$ cat src/rtl/mvm_loader_pkg.sv
// Shared types for the matrix-vector engine loader.
// Holds the FSM encoding, descriptor bundle and default limits.
package mvm_loader_pkg;

    localparam int VEC_ADDRW_DEF   = 8;
    localparam int MAT_ADDRW_DEF   = 9;
    localparam int WDOG_CYCLES_DEF = 16;

    typedef enum logic [2:0] {
        S_IDLE,
        S_LOAD_VEC,
        S_LOAD_MAT,
        S_START,
        S_WAIT_HI,
        S_WAIT_LO
    } state_t;

    typedef struct packed {
        logic [VEC_ADDRW_DEF-1:0] vec_start;
        logic [VEC_ADDRW_DEF:0]   vec_words;
        logic [MAT_ADDRW_DEF-1:0] mat_start;
        logic [MAT_ADDRW_DEF:0]   mat_rows;
    } desc_t;

endpackage

$ cat src/rtl/mvm_loader_addr_gen.sv
// Beat counter shared by the vector and matrix load phases.
// Produces base+offset addresses, the lane index and last-beat flag.
module mvm_loader_addr_gen
    import mvm_loader_pkg::*;
#(
    parameter int VEC_ADDRW  = VEC_ADDRW_DEF,
    parameter int MAT_ADDRW  = MAT_ADDRW_DEF,
    parameter int NUM_OLANES = 8,
    parameter int LANEW      = (NUM_OLANES > 1) ? $clog2(NUM_OLANES) : 1,
    parameter int CNTW       = ((VEC_ADDRW > MAT_ADDRW) ? VEC_ADDRW : MAT_ADDRW) + 1
) (
    input  logic                 clk,
    input  logic                 rst,
    input  logic                 clear,
    input  logic                 advance,
    input  logic                 mat_phase,
    input  logic [VEC_ADDRW-1:0] vec_base,
    input  logic [VEC_ADDRW:0]   vec_len,
    input  logic [MAT_ADDRW-1:0] mat_base,
    input  logic [MAT_ADDRW:0]   mat_len,
    output logic [VEC_ADDRW-1:0] vec_addr,
    output logic [MAT_ADDRW-1:0] mat_addr,
    output logic [LANEW-1:0]     lane,
    output logic                 last
);

    logic [CNTW-1:0] idx;
    logic            row_last;
    logic            lane_last;

    assign row_last  = mat_phase ? (idx == CNTW'(mat_len) - CNTW'(1))
                                 : (idx == CNTW'(vec_len) - CNTW'(1));
    assign lane_last = (lane == LANEW'(NUM_OLANES - 1));
    assign last      = row_last & (~mat_phase | lane_last);
    assign vec_addr  = vec_base + idx[VEC_ADDRW-1:0];
    assign mat_addr  = mat_base + idx[MAT_ADDRW-1:0];

    // Offset wraps to 0 at the end of the vector so the matrix phase starts clean.
    always_ff @(posedge clk) begin
        if (rst || clear) begin
            idx  <= '0;
            lane <= '0;
        end else if (advance) begin
            if (row_last) begin
                idx <= '0;
                if (mat_phase) lane <= lane + LANEW'(1);
            end else begin
                idx <= idx + CNTW'(1);
            end
        end
    end

endmodule

$ cat src/rtl/mvm_loader.sv
// Host-side loader: descriptor + word stream -> engine writes, start, done.
// Optional busy-rise watchdog enabled by defining MVM_LOADER_WDOG_EN.
module mvm_loader
    import mvm_loader_pkg::*;
#(
    parameter int IWIDTH     = 8,
    parameter int MEM_DATAW  = IWIDTH * 8,
    parameter int VEC_ADDRW  = VEC_ADDRW_DEF,
    parameter int MAT_ADDRW  = MAT_ADDRW_DEF,
    parameter int NUM_OLANES = 8
`ifdef MVM_LOADER_WDOG_EN
    ,
    parameter int WDOG_CYCLES = WDOG_CYCLES_DEF
`endif
) (
    input  logic                  clk,
    input  logic                  rst,
    input  logic                  i_cfg_valid,
    output logic                  o_cfg_ready,
    input  logic [VEC_ADDRW-1:0]  i_cfg_vec_start_addr,
    input  logic [VEC_ADDRW:0]    i_cfg_vec_num_words,
    input  logic [MAT_ADDRW-1:0]  i_cfg_mat_start_addr,
    input  logic [MAT_ADDRW:0]    i_cfg_mat_num_rows,
    input  logic                  i_wvalid,
    output logic                  o_wready,
    input  logic [MEM_DATAW-1:0]  i_wdata,
    output logic [MEM_DATAW-1:0]  o_vec_wdata,
    output logic [VEC_ADDRW-1:0]  o_vec_waddr,
    output logic                  o_vec_wen,
    output logic [MEM_DATAW-1:0]  o_mat_wdata,
    output logic [MAT_ADDRW-1:0]  o_mat_waddr,
    output logic [NUM_OLANES-1:0] o_mat_wen,
    output logic                  o_start,
    output logic [VEC_ADDRW-1:0]  o_vec_start_addr,
    output logic [VEC_ADDRW:0]    o_vec_num_words,
    output logic [MAT_ADDRW-1:0]  o_mat_start_addr,
    output logic [MAT_ADDRW:0]    o_mat_num_rows_per_olane,
    input  logic                  i_busy,
    output logic                  o_done,
    output logic                  o_err
);

    localparam int LANEW = (NUM_OLANES > 1) ? $clog2(NUM_OLANES) : 1;

    state_t               state;
    desc_t                desc;
    logic                 cfg_fire;
    logic                 wfire;
    logic                 ag_last;
    logic [VEC_ADDRW-1:0] ag_vec_addr;
    logic [MAT_ADDRW-1:0] ag_mat_addr;
    logic [LANEW-1:0]     ag_lane;

`ifdef MVM_LOADER_WDOG_EN
    localparam int WDOGW = $clog2(WDOG_CYCLES + 1);
    logic [WDOGW-1:0] wdog;
`endif

    assign cfg_fire = i_cfg_valid & o_cfg_ready;
    assign wfire    = i_wvalid & o_wready;

    assign o_vec_start_addr         = desc.vec_start;
    assign o_vec_num_words          = desc.vec_words;
    assign o_mat_start_addr         = desc.mat_start;
    assign o_mat_num_rows_per_olane = desc.mat_rows;

    mvm_loader_addr_gen #(
        .VEC_ADDRW  (VEC_ADDRW),
        .MAT_ADDRW  (MAT_ADDRW),
        .NUM_OLANES (NUM_OLANES),
        .LANEW      (LANEW)
    ) u_addr_gen (
        .clk       (clk),
        .rst       (rst),
        .clear     (cfg_fire),
        .advance   (wfire),
        .mat_phase (state == S_LOAD_MAT),
        .vec_base  (desc.vec_start),
        .vec_len   (desc.vec_words),
        .mat_base  (desc.mat_start),
        .mat_len   (desc.mat_rows),
        .vec_addr  (ag_vec_addr),
        .mat_addr  (ag_mat_addr),
        .lane      (ag_lane),
        .last      (ag_last)
    );

    always_ff @(posedge clk) begin
        if (rst) begin
            state       <= S_IDLE;
            desc        <= '0;
            o_cfg_ready <= 1'b0;
            o_wready    <= 1'b0;
            o_vec_wdata <= '0;
            o_vec_waddr <= '0;
            o_vec_wen   <= 1'b0;
            o_mat_wdata <= '0;
            o_mat_waddr <= '0;
            o_mat_wen   <= '0;
            o_start     <= 1'b0;
            o_done      <= 1'b0;
            o_err       <= 1'b0;
`ifdef MVM_LOADER_WDOG_EN
            wdog        <= '0;
`endif
        end else begin
            o_vec_wen <= 1'b0;
            o_mat_wen <= '0;
            o_start   <= 1'b0;
            o_done    <= 1'b0;
            o_err     <= 1'b0;
            unique case (state)
                S_IDLE: begin
                    if (cfg_fire) begin
                        desc <= '{vec_start: i_cfg_vec_start_addr,
                                  vec_words: i_cfg_vec_num_words,
                                  mat_start: i_cfg_mat_start_addr,
                                  mat_rows:  i_cfg_mat_num_rows};
                        o_cfg_ready <= 1'b0;
                        if (i_cfg_vec_num_words != '0) begin
                            state    <= S_LOAD_VEC;
                            o_wready <= 1'b1;
                        end else if (i_cfg_mat_num_rows != '0) begin
                            state    <= S_LOAD_MAT;
                            o_wready <= 1'b1;
                        end else begin
                            state <= S_START;
                        end
                    end else begin
                        o_cfg_ready <= 1'b1;
                    end
                end
                S_LOAD_VEC: begin
                    if (wfire) begin
                        o_vec_wen   <= 1'b1;
                        o_vec_waddr <= ag_vec_addr;
                        o_vec_wdata <= i_wdata;
                        if (ag_last) begin
                            if (desc.mat_rows != '0) begin
                                state <= S_LOAD_MAT;
                            end else begin
                                state    <= S_START;
                                o_wready <= 1'b0;
                            end
                        end
                    end
                end
                S_LOAD_MAT: begin
                    if (wfire) begin
                        o_mat_wen   <= NUM_OLANES'(1) << ag_lane;
                        o_mat_waddr <= ag_mat_addr;
                        o_mat_wdata <= i_wdata;
                        if (ag_last) begin
                            state    <= S_START;
                            o_wready <= 1'b0;
                        end
                    end
                end
                // Entered while the final write is on the bus, so start trails it.
                S_START: begin
                    o_start <= 1'b1;
                    state   <= S_WAIT_HI;
`ifdef MVM_LOADER_WDOG_EN
                    wdog    <= '0;
`endif
                end
                S_WAIT_HI: begin
                    if (i_busy) begin
                        state <= S_WAIT_LO;
`ifdef MVM_LOADER_WDOG_EN
                    end else if (wdog == WDOGW'(WDOG_CYCLES - 1)) begin
                        o_err       <= 1'b1;
                        o_cfg_ready <= 1'b1;
                        state       <= S_IDLE;
                    end else begin
                        wdog <= wdog + WDOGW'(1);
`endif
                    end
                end
                S_WAIT_LO: begin
                    if (!i_busy) begin
                        o_done      <= 1'b1;
                        o_cfg_ready <= 1'b1;
                        state       <= S_IDLE;
                    end
                end
                default: state <= S_IDLE;
            endcase
        end
    end

endmodule

$ cat config.mk
export PLATFORM = sky130hd
export DESIGN_NAME = mvm_loader
export DESIGN_NICKNAME = d
export VERILOG_FILES = /design/src/rtl/mvm_loader_pkg.sv /design/src/rtl/mvm_loader_addr_gen.sv /design/src/rtl/mvm_loader.sv
export SDC_FILE = /design/constraint.sdc
export NUM_CORES = 1
export LEC_CHECK = 0
export BUFFER_PORTS_ARGS = -buffer_cell sky130_fd_sc_hd__buf_4
export CORE_MARGIN = 2
export CORE_UTILIZATION = 45
export CTS_CLUSTER_SIZE = 20
export DETAILED_ROUTE_END_ITERATION = 7
export GPL_ROUTABILITY_DRIVEN = 0
export PLACE_DENSITY = 0.73
export SYNTH_ARGS = -nofsm -noshare
export SYNTH_HDL_FRONTEND = slang
export SYNTH_SLANG_ARGS = --single-unit
$ cat constraint.sdc
create_clock -name clk -period 4.4 [get_ports clk]
set_input_delay 0.22 -clock clk [delete_from_list [all_inputs] [get_ports clk]]
set_output_delay 0.22 -clock clk [all_outputs]
set_load 0.1 [all_outputs]
# Word-level counts from Yosys, hierarchy flattened

Cells that the tools add are included.

Flip-flop bits (word level): 210
Input bits: 105
Output and inout bits: 195
Logic and storage cells: 94

Add/subtract/negate cells: 6
Eq/ne operators: 17
Shift-type cells: 1
Mux-type cells: 28
Bitwise logic cells: 8
Reductions and logical operators: 17

Operators with widths:

| cell                  | number |
|---|---|
| $mux 3                | 7 |
| $eq 10x10->1          | 2 |
| $reduce_bool 10->1    | 2 |
| $pmux 3 s6            | 1 |
| $mux 1                | 16 |
| $add 10x1->10 const B | 1 |
| $mux 10               | 1 |
| $ne 2x2->1 const B    | 5 |
| $sub 10x1->10 const B | 1 |
| $sub 9x1->10 const B  | 1 |
| $add 9x9->9           | 1 |
| $eq 3x3->1 const B    | 3 |
| $reduce_bool 9->1     | 1 |
| $add 8x8->8           | 1 |
| $reduce_and 2->1      | 4 |
| $reduce_and 8->1      | 1 |
| $shl 1x3->8 const A   | 1 |
| $reduce_and 7->1      | 1 |
| $eq 3x2->1 const B    | 2 |
| $ne 2x1->1 const B    | 3 |
| $not 1->1             | 4 |
| $reduce_or 2->1       | 2 |
| $add 3x1->3 const B   | 1 |
| $and 1x1->1           | 3 |
| other kinds (12)      | 12 |

# Longest topological paths before layout

Depth in word-level cells: 7
Gate-level depth with buffers: 14
Depth with buffers taken out: 11

# Cells and area by module

Synthesis repeated with hierarchy kept, for this count alone.

Cell total of the unflattened synthesis: 1072
Area, all modules: 8594.5 µm²

By module, submodules not included:

| module              | times used | cells each | area each (µm²) | sequential area each (µm²) |
|---|---|---|---|---|
| mvm_loader          | 1          | 876        | 6955.4          | 3943.8 |
| mvm_loader_addr_gen | 1          | 196        | 1639.1          | 260.2 |

# Worst setup path after synthesis

No wires, ideal clock.

Path type: register to register
Start point: register desc (netlist bit o_vec_num_words[0])
End point: register u_addr_gen.lane[1]
Setup time: 0.120 ns
Data arrival time: 2.969 ns
Required time: 4.280 ns
Path slack: 1.311 ns
Cell stages (with the launch flop): 11
Buffers on the path: 0
Clock period less this slack: 3.089 ns
Cells stage by stage: dfxtp_1 > mux2i_1 > ha_1 > nor2b_1 > o2111ai_1 > nand2_1 > nor3_1 > o311ai_4 > nor4_4 > mux2i_1 > nor2_1

Word-level cells in the longest chain between the ends: 4

Ends and longest elaborated chain:

| item                              | RTL line                  | text |
|---|---|---|
| start: declaration                | mvm_loader.sv:46          | `desc_t desc;` |
| start signal: assignment          | mvm_loader.sv:115         | `desc <= '{vec_start: i_cfg_vec_start_addr,` |
| $sub 9x1->10                      | mvm_loader_addr_gen.sv:32 | `: (idx == CNTW'(vec_len) - CNTW'(1));` |
| $eq 10x10->1                      | mvm_loader_addr_gen.sv:32 |  |
| $mux 1                            | mvm_loader_addr_gen.sv:31 | `assign row_last = mat_phase ? (idx == CNTW'(mat_len) - CNTW'(1))` |
| $reduce_and 3->1 (no source line) | n/a                       |  |
| end signal: assignment            | mvm_loader_addr_gen.sv:46 | `if (mat_phase) lane <= lane + LANEW'(1);` |
| end: declaration                  | mvm_loader_addr_gen.sv:23 | `output logic [LANEW-1:0] lane,` |

No other way between the ends.
A chain may end at the register's enable or synchronous reset.

# Worst setup path after layout

Start point: register state[1]
End point: register u_addr_gen.lane[1]

Word-level cells in the longest chain between the ends: 3

Ends and longest elaborated chain:

| item                                  | RTL line                  | text |
|---|---|---|
| start: declaration                    | mvm_loader.sv:45          | `state_t state;` |
| start signal: assignment              | mvm_loader.sv:90          | `state <= S_IDLE;` |
| start signal: assignment              | mvm_loader.sv:121         | `state <= S_LOAD_VEC;` |
| start signal: assignment              | mvm_loader.sv:124         | `state <= S_LOAD_MAT;` |
| $eq 3x2->1 (*)                        | mvm_loader.sv:77          | `.mat_phase (state == S_LOAD_MAT),` |
| $mux 1                                | mvm_loader_addr_gen.sv:31 |  |
| $reduce_and 3->1 (no source line) (*) | n/a                       |  |

Every way passes the cells marked *; elsewhere a longest branch is shown, timed or not.

==> metrics <==
Sequential Power Share=42.0%; Setup Skew=0.0164 ns; Final Hold Violating Endpoints=0; residual DRC count=0; Max VDD drop=0.228 mV; die area=20400 um^2; global-route wire length before repair=42700 um; highest-delay cell along the critical path=dfxtp_1; die span in x=143 um; nets=1576; fin worst setup slack=approximately 0.84 ns; Yosys cell types=58; commonest non-fill, non-tap cell in the layout=nand2_1; Post-synth EDFFs=0; Sw Ratio=30.4%; Total GRT Usage=25.7%; maximum fanout along the worst path=16; FFs w/ async S/R, synth=0%; Yosys reg bits=210; P_sw=1.46 mW; Slew @ Worst Pin=1.22 ns; DR iter-0 viols=346; # rows=50; CP Launch Type=flop; Place WS=0.894 ns; later-pin clock latency in the skew report=0.50 ns; Crit. End Element=flop; CP most frequent cell=mux2i_1; Max Cap Viol=0; Seq/Total Area, Yosys=48.5%; hold slack=between 0.02 and 0.025 ns; Fmax achieved=roughly 280 MHz; Avg WL per Cell=roughly 16 um; Clock Tree Root=clkbuf_16; post-DP HPWL=18300 um; Max Root-Sink Buffers=3; Synth Flop Type=dfxtp_1; Core Box Area=18800 um^2; Hold WC Path Type=in2reg; first-pass detailed-route iteration total=5; R2R setup slack=0.84 ns; TritonCTS clock tree=built; Clk pwr share=about two fifths; drt via density=approximately 5.2; Syn Area/Cell=7.98 um^2; clock slew at reported path FFs=0.06 ns; Pwr Density=377 nW/um^2; cell internal pwr=3.34 mW; slowest stage delay, CP=0.61 ns; Synth Cell Area=8660 um^2; cts bufs inserted=23; Ports=300; Gate power share=19.6%; synthesis-to-layout area growth=47.0%; Synthesized Nets=1214; worst path arrival time=3.95 ns; post-route ant nets=0; CTS Sinks=210; placed cell count=~1600; P_leak=around 5.2 nW; share of cells above drive strength 1=24.9%; Port Buf Inserts=298; status=complete, no violations; initial antenna violation count=1; Tcrit/Tclk final=80.9%; Tmin final=3.56 ns; Cell Chain, Critical Path=or3b_1, mux2i_1, ha_1, nor2b_1, a221o_1, nand2_1, nor3_1, o311ai_4, nor4_4, mux2i_1, nor2_1; Synth warnings=0; commonest non-fill, non-tap cells in the layout=nand2_1, buf_4, dfxtp_1; Slew Viols, Final=0; Bufs and invs on worst path=0; Post-Route WL=27200 um; critical path required time=4.79 ns; total negative slack=0 ns; H-tree levels=1; Via Count=8811; WS Path Type=reg2reg; Cells after Synth=1085; die span in y=143 um; Finished Layout Cells=1700; Final Core Density=67.8%; Slew Limit Headroom=19.0%; Initial Util=between 40 and 50%; CP top delay family=simple AND/OR/NAND/NOR gates; final setup vio count=0; vias in the first global route=about 8400; Filler Cell Count=1487; grt ovf=0; largest net degree at the start of global routing=136; RSZ-0062 raised after global routing=false
worst paths after layout:
path | cells past startpoint | endpoint | startpoint
min | 3 | o_mat_start_addr[3] | i_cfg_mat_start_addr[3]
min reg2reg | 2 | o_vec_wdata[24] | o_vec_wdata[24]
max | 11 | u_addr_gen.lane[1] | state[1]
max reg2reg | 11 | u_addr_gen.lane[1] | state[1]
power by group through the flow:
stage / combinational, mW / clock, mW / sequential [mW]
after floorplan: 0.334 / 0 / 2.35
after global placement: 0.853 / 0 / 2.06
after detailed placement: 0.861 / 0 / 2.06
after CTS: 0.937 / 1.88 / 2.02
after global routing: 1.00 / 1.95 / 2.03
final: 0.941 / 1.84 / 2.02
stage by stage:
step | instance area [um^2] | power (mW)
floorplan | 8660 | 2.68
global placement | 11000 | 2.91
detailed placement | 11000 | 2.92
CTS | 12700 | 4.83
global route | 12700 | 4.98
finish | 12700 | 4.80
layer usage:
metal,wire length [um],vias up,GRT usage [%]
met5,0,-,0
met2,13200,292,43.9
met1,11500,4117,32.0
li1,-,4329,-
met4,1100,0,10.7
met3,1470,73,4.59
sequential cells by signal, summed over array words and instances, names as in the netlist, 9 cells and up:
| register | cells |
|---|---|
| o_mat_start_addr | 9 |
| o_vec_wdata | 64 |
| u_addr_gen.idx | 10 |
| o_mat_num_rows_per_olane | 10 |
| o_mat_wdata | 64 |
| o_mat_waddr | 9 |
| o_vec_num_words | 9 |
synthesized netlist by cell type, types with 4 or more instances:
cell type	instances	area (um^2)
a211oi_1	5	37.5
nor2b_1	9	56.3
mux2i_1	9	90.1
nor3_1	22	110
inv_1	11	41.3
clkbuf_1	64	240
nand4_1	4	25.0
dfxtp_1	210	4200
nor2_1	37	139
and2_1	10	62.6
nand3_1	6	30.0
xor2_1	15	131
xnor2_1	18	158
nor4_1	7	43.8
a21oi_1	191	956
nand2_1	367	1380
nand2b_1	7	43.8
o21ai_0	10	50.1
ha_1	22	275
worst reg2reg max path, delay by kind of cell, from the launching register on:
kind                       cells  cell delay, ns
muxes                          2            0.50
and+or+nand+nor                6            1.65
AOI/OAI and AO/OA              2            0.39
DFF                            1            0.61
adders and majority gates      1            0.27
layout make-up:
| class | count | area [um^2] | area share (%) |
|---|---|---|---|
| diodes | 2 | 5.00 | 0.0393 |
| clock buffers | 34 | 687 | 5.40 |
| clock inverters | 8 | 46.3 | 0.364 |
| inverters | 11 | 41.3 | 0.324 |
| multi-input cells | 795 | 4160 | 32.6 |
| flip-flops and latches | 210 | 4200 | 33.0 |
| well taps | 234 | 293 | 2.30 |
| repair buffers | 406 | 3300 | 25.9 |
kinds of logic after synthesis:
| logic type | synth area share [%] |
|---|---|
| compound gates | 14.9 |
| buf+inv | 3.74 |
| fa+ha+maj | 3.64 |
| simple gates | 24.7 |
| flops | 48.5 |
| other cells | 0.0433 |
| mux | 1.04 |
| xor+xnor | 3.34 |
timing repair:
action,in CTS,in global routing
hold buffers,99,0
resized for setup,0,0
setup buffers,0,0
endpoints found under the hold margin,162,0
Note: power is estimated with default switching activity, not from simulation.
